`config.mk`:
```
export PLATFORM = sky130hd
export DESIGN_NAME = zone_avg_feeder
export DESIGN_NICKNAME = d
export VERILOG_FILES = /design/src/rtl/zone_avg_feeder.sv
export SDC_FILE = /design/constraint.sdc
export NUM_CORES = 1
export LEC_CHECK = 0
export ABC_AREA = 1
export CAP_MARGIN = 10
export CORE_MARGIN = 10
export CORE_UTILIZATION = 43
export DETAILED_ROUTE_END_ITERATION = 12
export GPL_TIMING_DRIVEN = 0
export PLACE_DENSITY = 0.72
export SLEW_MARGIN = 20
export SYNTH_ARGS = -nofsm -noshare
export SYNTH_HDL_FRONTEND = slang
export SYNTH_SLANG_ARGS = --single-unit
```
`constraint.sdc`:
```
create_clock -name clk -period 4.8 [get_ports clk]
set_input_delay 0.48 -clock clk [delete_from_list [all_inputs] [get_ports clk]]
set_output_delay 0.48 -clock clk [all_outputs]
set_load 0.02 [all_outputs]
```
`src/rtl/zone_avg_feeder.sv`:
```
// zone_avg_feeder: accumulates one screen zone's RGB sums and pixel count, issues
// R/G/B divide requests to the downstream divider and publishes the zone average.
module zone_avg_feeder #(
    parameter int PIX_W   = 8,
    parameter int N       = 17,
    parameter int M       = 10,
    parameter int CNT_MAX = (1 << (N - PIX_W)) - 1
) (
    input  logic             clk,
    input  logic             rstn,
    input  logic             frame_start,
    input  logic             pix_valid,
    input  logic             pix_in_zone,
    input  logic [PIX_W-1:0] pix_r,
    input  logic [PIX_W-1:0] pix_g,
    input  logic [PIX_W-1:0] pix_b,
    input  logic             zone_end,
    output logic             div_data_rdy,
    output logic [N-1:0]     div_dividend,
    output logic [M-1:0]     div_divisor,
    input  logic             div_res_rdy,
    input  logic [N-1:0]     div_merchant,
    output logic             avg_valid,
    output logic [PIX_W-1:0] avg_r,
    output logic [PIX_W-1:0] avg_g,
    output logic [PIX_W-1:0] avg_b,
    output logic             busy,
    output logic             overflow
);

    typedef enum logic [2:0] {
        ACC,
        ISS_R,
        ISS_G,
        ISS_B,
        WAIT,
        OUT
    } state_t;

    localparam int           EXT_W     = N - PIX_W;
    localparam logic [M-1:0] CNT_LIMIT = M'(CNT_MAX);

    state_t       state;
    state_t       next_state;
    logic [N-1:0] sum_r;
    logic [N-1:0] sum_g;
    logic [N-1:0] sum_b;
    logic [M-1:0] count;
    logic [1:0]   res_cnt;
    logic         ovf_q;

    logic         pix_hit;
    logic         room;
    logic         zone_empty;
    logic [N-1:0] ext_r;
    logic [N-1:0] ext_g;
    logic [N-1:0] ext_b;

    assign pix_hit = pix_valid & pix_in_zone;
    assign room    = (count < CNT_LIMIT);
    assign ext_r   = {{EXT_W{1'b0}}, pix_r};
    assign ext_g   = {{EXT_W{1'b0}}, pix_g};
    assign ext_b   = {{EXT_W{1'b0}}, pix_b};

    // Zone is empty when the count after this cycle (same-cycle pixel included) is zero.
    assign zone_empty = frame_start ? !pix_hit : ((count == '0) && !pix_hit);

    always_ff @(posedge clk) begin
        if (rstn) begin
            state <= ACC;
        end else begin
            state <= next_state;
        end
    end

    always_comb begin
        next_state = state;
        case (state)
            ACC: begin
                if (zone_end) begin
                    next_state = zone_empty ? OUT : ISS_R;
                end
            end
            ISS_R:   next_state = ISS_G;
            ISS_G:   next_state = ISS_B;
            ISS_B:   next_state = WAIT;
            WAIT: begin
                if (div_res_rdy && (res_cnt == 2'd2)) begin
                    next_state = OUT;
                end
            end
            OUT:     next_state = ACC;
            default: next_state = ACC;
        endcase
    end

    always_comb begin
        div_data_rdy = 1'b0;
        div_dividend = '0;
        div_divisor  = '0;
        avg_valid    = 1'b0;
        busy         = 1'b1;
        case (state)
            ACC: busy = 1'b0;
            ISS_R: begin
                div_data_rdy = 1'b1;
                div_dividend = sum_r;
                div_divisor  = count;
            end
            ISS_G: begin
                div_data_rdy = 1'b1;
                div_dividend = sum_g;
                div_divisor  = count;
            end
            ISS_B: begin
                div_data_rdy = 1'b1;
                div_dividend = sum_b;
                div_divisor  = count;
            end
            OUT:     avg_valid = 1'b1;
            default: ;
        endcase
    end

    // Sums and count only move in ACC; they hold through the divide and clear on OUT exit.
    always_ff @(posedge clk) begin
        if (rstn) begin
            sum_r <= '0;
            sum_g <= '0;
            sum_b <= '0;
            count <= '0;
            ovf_q <= 1'b0;
        end else begin
            case (state)
                ACC: begin
                    if (frame_start) begin
                        ovf_q <= 1'b0;
                        if (pix_hit) begin
                            sum_r <= ext_r;
                            sum_g <= ext_g;
                            sum_b <= ext_b;
                            count <= M'(1);
                        end else begin
                            sum_r <= '0;
                            sum_g <= '0;
                            sum_b <= '0;
                            count <= '0;
                        end
                    end else if (pix_hit) begin
                        if (room) begin
                            sum_r <= sum_r + ext_r;
                            sum_g <= sum_g + ext_g;
                            sum_b <= sum_b + ext_b;
                            count <= count + M'(1);
                        end else begin
                            ovf_q <= 1'b1;
                        end
                    end
                end
                OUT: begin
                    sum_r <= '0;
                    sum_g <= '0;
                    sum_b <= '0;
                    count <= '0;
                    ovf_q <= 1'b0;
                end
                default: ;
            endcase
        end
    end

    // Results are matched to channels purely by arrival order, so only WAIT may advance this.
    always_ff @(posedge clk) begin
        if (rstn) begin
            res_cnt <= '0;
        end else if (state == OUT) begin
            res_cnt <= '0;
        end else if ((state == WAIT) && div_res_rdy) begin
            res_cnt <= res_cnt + 2'd1;
        end
    end

    always_ff @(posedge clk) begin
        if (rstn) begin
            avg_r <= '0;
            avg_g <= '0;
            avg_b <= '0;
        end else if ((state == ACC) && zone_end && zone_empty) begin
            avg_r <= '0;
            avg_g <= '0;
            avg_b <= '0;
        end else if ((state == WAIT) && div_res_rdy) begin
            case (res_cnt)
                2'd0:    avg_r <= div_merchant[PIX_W-1:0];
                2'd1:    avg_g <= div_merchant[PIX_W-1:0];
                2'd2:    avg_b <= div_merchant[PIX_W-1:0];
                default: ;
            endcase
        end
    end

    assign overflow = ovf_q;

endmodule

```
=== Word level (Yosys, flattened, before mapping) ===
Cells that the tools add are included.

* Input bits: 48
* Flip-flop bits (word level): 91

* Eq/ne operators: 12
* Mux-type cells: 34
* $add $sub $neg: 5
* Bitwise operators: 1
* Order comparisons: 1
* Reductions and logical operators: 19

{| class="wikitable"
|+ Operators with widths
! kind !! number
|-
| 17-bit two-way mux || 9
|-
| 17-bit case mux with 2 select lines || 3
|-
| 17-bit by 8-bit adder with 17-bit output || 3
|-
| 17-bit case mux with 3 select lines || 1
|-
| 10-bit two-way mux || 4
|-
| 8-bit two-way mux || 3
|-
| 10-bit case mux with 2 select lines || 1
|-
| 3-bit case mux with 5 select lines || 1
|-
| 10-bit by 1-bit adder with 10-bit output, second input constant || 1
|-
| 10-bit logical NOT || 1
|-
| 10-bit by 9-bit < comparator with 1-bit output, second input constant || 1
|-
| 3-bit two-way mux || 3
|-
| 3-bit inequality test, second input constant || 3
|-
| 1-bit two-way mux || 8
|-
| 2-bit AND reduction || 4
|-
| 3-bit by 2-bit == test with 1-bit output, second input constant || 2
|-
| 3-bit == test, second input constant || 2
|-
| 3-bit AND reduction || 2
|-
| 1-bit logical AND || 5
|-
| 2-bit inequality test, second input constant || 2
|-
| 2-bit OR reduction || 2
|-
| 3-bit by 1-bit == test with 1-bit output, second input constant || 1
|-
| 3-bit logical NOT || 1
|-
| 3-bit OR reduction || 1
|-
| other kinds (8) || 8
|}

=== Depth between registers and ports, before layout ===
* Depth in word-level cells: 7
* Gate-level depth with buffers: 13

=== Least setup slack after synthesis ===
OpenSTA, ideal clock, no wires.

* Kind: input to register
* Start: input port pix_g[0]
* End: register sum_g[14]
* Slack: 2752 ps
* Stages: 13
* Arrival: 1933 ps
* Cell sequence: ha_1 -> inv_1 -> fa_1 -> inv_1 -> nand2_1 -> nand2_1 -> nand2_1 -> o21ai_0 -> nand3_2 -> nor2_1 -> nand3_1 -> nand2_1 -> nor2_1

* Word-level cells in the longest chain between the ends: 5

{| class="wikitable"
|+ RTL lines
! element !! line !! RTL
|-
| from (decl) || 15 || <nowiki>input logic [PIX_W-1:0] pix_g,</nowiki>
|-
| 17-bit by 8-bit adder with 17-bit output || 152 || <nowiki>sum_g <= sum_g + ext_g;</nowiki>
|-
| 17-bit two-way mux || 150 || <nowiki>if (room) begin</nowiki>
|-
| 17-bit two-way mux || 149 || <nowiki>end else if (pix_hit) begin</nowiki>
|-
| 17-bit two-way mux || 136 || <nowiki>if (frame_start) begin</nowiki>
|-
| 17-bit case mux with 2 select lines || 134 || <nowiki>case (state)</nowiki>
|-
| to (signal assigned) || 140 || <nowiki>sum_g <= ext_g;</nowiki>
|-
| to (signal assigned) || 152 ||
|-
| to (decl) || 46 || <nowiki>logic [N-1:0] sum_g;</nowiki>
|}

No other way between the ends. The select of a mux whose other input is x is not followed.
A chain may end at the register's enable or synchronous reset.

=== Final worst setup path ===
* Start: register state[0]
* End: output port div_dividend[6]

* Word-level cells in the longest chain between the ends: 2
* Elaborated cells on any way between the ends: 4

{| class="wikitable"
|+ RTL lines
! element !! line !! RTL
|-
| from (decl) || 43 || <nowiki>state_t state;</nowiki>
|-
| from (signal assigned) || 72 || <nowiki>state <= next_state;</nowiki>
|-
| 3-bit by 2-bit == test with 1-bit output or 3-bit by 1-bit == test with 1-bit output (tied branches) || 103 || <nowiki>case (state)</nowiki>
|-
| 17-bit case mux with 3 select lines (*) || 103 ||
|-
| to (decl) || 19 || <nowiki>output logic [N-1:0] div_dividend,</nowiki>
|}

Mark *: on every way between the ends. The rest lies on a longest branch, timed or not.

==> parameters.txt <==
Parameter                              Value

Timing
  Fraction of the cycle the final worst path needs ... 0.719
  Shortest clock period the worst path allows after layout ... 3.45 ns
  Fmax ... 290 MHz
  Sum Neg Setup Slack ... 0 ns
  Clock Skew ... 0.00871 ns
  Headroom to the max-slew limit ... 0.320
  Measured slew at the worst slew-check pin ... 1.01 ns
  Final Hold Fails ... 0
  Endpoints failing setup ... 0
  Setup repair after global routing missed its margin ... false
  Count of pins over their slew limit ... 0

Power and ir drop
  Switching component of the power ... 0.00144 W
  Clock Power Share ... 0.240
  Worst-case vdd ir drop ... 0.000188 V
  Internal portion of total power ... 0.00184 W
  Combinational Power Share ... 0.468
  Seq pwr share ... 0.292
  Switching share of power ... 0.439
  Final total power ... 0.00328 W
  Leakage power figure ... 3.02 nW
  Pwr dens ... 457 nW/um^2

Synthesis
  Top cell type by total area after synthesis ... dfxtp_1
  Share of async-settable or async-resettable flops after synthesis ... 0
  Number of enable-type register cells in the synthesized netlist ... 0
  Post-synthesis sequential element count ... 91
  Most frequent cells after synthesis ... 193 x nand2_1, 156 x nor2_1, 109 x inv_1, 91 x dfxtp_1, 71 x a21oi_1
  Yosys warns ... 0
  Share of the synthesized area in the top cell type ... 0.319
  Syn Nets ... 972
  Cell with the most instances after synthesis ... nand2_1
  Post-synthesis cell area ... 5710 sq um
  Post-Synthesis Cells ... 892
  Largest cells by area after synthesis ... dfxtp_1 32%, nand2_1 13%, nor2_1 10%
  Mean instance size in the synthesized netlist ... 6.40 sq um
  Count of different cell masters after synthesis ... 38
  Post-synth top flop ... dfxtp_1
  Sequential area share after synthesis ... 0.319

Detailed routing
  Post-route DRC violation count ... 0
  Post-detailed-routing wire length ... 17700 um
  First-pass iteration count of the detailed router ... 7
  Antenna Nets Post-Route ... 0
  Routed via count divided by cell count ... 5.18
  Total number of vias ... 6090
  Detail-routed net length per standard cell ... 15.0 um
  Number of violations reported at the end of detailed-routing iteration 0 ... 468

Worst setup path
  Cells along the critical path ... inv_1 -> nor3_1 -> inv_1 -> o211ai_1 -> clkdlybuf4s50_1
  Endpoint required time on the critical path ... 4.32 ns
  Largest fanout of any net on the critical path ... 6
  Critical path start-end classification ... reg2out
  Data arrival time of the critical path ... 2.97 ns
  Cell with the largest stage delay on the worst path ... nor3_1
  Critical path's largest stage delay ... 0.81 ns
  Most frequent cell on the critical path ... inv_1
  Worst Setup Start Kind ... register
  Critical Path End Type ... output pin

Clock network
  Clock root buffer ... clkbuf_16
  Worst-Skew Late Latency ... 0.35 ns
  Buffer depth of the longest clock path ... 2
  # clock sinks ... 91
  Count of H-tree levels built during CTS ... 3
  TritonCTS buffer count ... 9
  Clock-pin transition on the worst setup and hold timing paths ... 0.07 ns
  Hold-fix buffer count after cts ... 0
  Post-CTS repair timing setup buffer count ... 0
  Clock tree from TritonCTS ... built
  Number of gates resized after cts ... 0

Die
  Height of the die ... 135 um
  Total Die Area ... 18300 sq um
  Standard-cell rows ... 42
  Starting density of the core ... 0.434
  I/O pin count ... 103
  Width of the die ... 135 um
  Area of the core ... 13100 sq um

Placement
  Number of instances in the placed design ... 1160
  Count of buffers inserted at the top-level ports ... 92
  Detail Placement HPWL ... 13700 um
  Routability-driven placement congestion ratio ... 0.925

Global route
  Total GRT Usage ... 0.193
  Pin count of the biggest net entering global routing ... 17
  Wire length of the first global-routing pass ... 28600 um
  Global route total overflow ... 0
  Met1 Track Usage GR ... 0.237
  Met3 track demand over resource in global routing ... 0.0441
  Most used routing layer in global routing ... met2
  Via count of the first global-routing pass ... 5738
  Met2 track demand over resource in global routing ... 0.327
  Number of antenna violations at the first check in global routing ... 0

Hold path
  Hold Crit Class ... reg2reg

Layout
  Area growth from synthesis to layout ... 25.7%
  Final standard cell count with taps included and fillers excluded ... 1176
  Total of fill cells in the finished design ... 1341
  Fraction of final layout cells sized beyond drive strength 1 ... 0.0570
  Net count, final ... 1075
  Diodes inserted ... 0

Job
  Maximum Capacitance Violations ... 0

Outcome
  Outcome ... completed
layout by cell type (no fill, tap or decap), types with 2 or more instances in the layout:
| cell type | synthesis | routed |
|---|---|---|
| clkdlybuf4s50_1 | 0 | 92 |
| clkbuf_1 | 10 | 10 |
| or2_2 | 5 | 5 |
| fa_1 | 3 | 3 |
| nor2_1 | 156 | 156 |
| a22oi_1 | 14 | 14 |
| buf_2 | 10 | 10 |
| bufinv_16 | 0 | 2 |
| o21ai_1 | 13 | 13 |
| nand3_2 | 2 | 2 |
| o211ai_1 | 6 | 6 |
| nand2_2 | 8 | 8 |
| o21ai_2 | 2 | 2 |
| o221ai_1 | 8 | 8 |
| nor3_1 | 11 | 11 |
| o21ai_0 | 39 | 39 |
| buf_4 | 4 | 4 |
| buf_6 | 3 | 3 |
| nand4_1 | 15 | 15 |
| inv_2 | 5 | 5 |
| nand2_1 | 193 | 193 |
| dfxtp_1 | 91 | 91 |
| nand3b_1 | 2 | 2 |
| xor2_1 | 3 | 3 |
| clkinv_4 | 0 | 2 |
| a21oi_1 | 71 | 71 |
| nand3_1 | 66 | 66 |
| a211oi_1 | 2 | 2 |
| inv_1 | 109 | 109 |
| clkinvlp_4 | 0 | 2 |
| a31oi_1 | 2 | 2 |
| ha_1 | 29 | 29 |
| clkbuf_16 | 0 | 9 |
registers in the layout, summed over array words and instances, names as in the netlist:
signal and count:
avg_b 8, avg_g 8, avg_r 8, count 10, overflow 1, res_cnt 2
state 3, sum_b 17, sum_g 17, sum_r 17
worst paths after layout:
check	depth (start not counted)	endpoint	startpoint	slack (ns)
setup / recovery	5	div_dividend[6]	state[0]	1.35
hold / removal	2	sum_r[11]	sum_r[11]	0.47
setup reg to reg	13	sum_g[10]	sum_g[0]	2.24
hold reg to reg	2	sum_r[11]	sum_r[11]	0.47
power groups by stage:
stage	logic (W)	registers (W)	clock network, W
finish	0.00153	0.000957	0.000787
global route	0.00171	0.000966	0.000827
CTS	0.00151	0.000953	0.000794
detailed placement	0.00150	0.000969	0
global placement	0.00148	0.000966	0
floorplan	0.00103	0.000946	0
critical path, delay by kind of cell, from the launching register on:
| family | cells | cell delay (ns) |
|---|---|---|
| and+or+nand+nor | 1 | 0.81 |
| AOI/OAI and AO/OA | 1 | 0.32 |
| buffers and inverters | 3 | 1.05 |
| DFF | 1 | 0.43 |
logic make-up after synthesis:
kind of cell,Yosys count,synth area share
xor+xnor,3,0.00461
flops,91,0.319
simple gates,461,0.338
buf+inv,143,0.103
fa+ha+maj,32,0.0741
compound gates,162,0.161
area by class of cell:
cell class,count,area (sq um),share of cell area
clock buffer,9,225,0.0314
tap,176,220,0.0307
clock inverter,7,101,0.0141
sequential,91,1820,0.254
inverter,115,432,0.0602
multi-input combinational,658,3300,0.460
buffer,28,155,0.0216
timing repair buffer,92,921,0.128
metal layers:
| metal | part of all wire | vias up | wire length [um] |
|---|---|---|---|
| li1 | - | 3118 | - |
| met1 | 0.45 | 2741 | 7870 |
| met2 | 0.47 | 209 | 8290 |
| met3 | 0.068 | 22 | 1210 |
| met4 | 0.018 | 0 | 311 |
| met5 | 0 | - | 0 |
metrics by stage:
stage / utilization / hold WS, ns / worst slack, ns / instance area [sq um]
after floorplan: - / 0.439 / 2.75 / 5710
after global placement: 0.521 / 0.449 / 1.73 / 6850
after detailed placement: 0.521 / 0.460 / 1.70 / 6850
after CTS: 0.546 / 0.470 / 1.37 / 7170
after global routing: 0.546 / 0.480 / 1.30 / 7170
final: 0.546 / 0.466 / 1.35 / 7170
(Power assumes the default switching activity.)
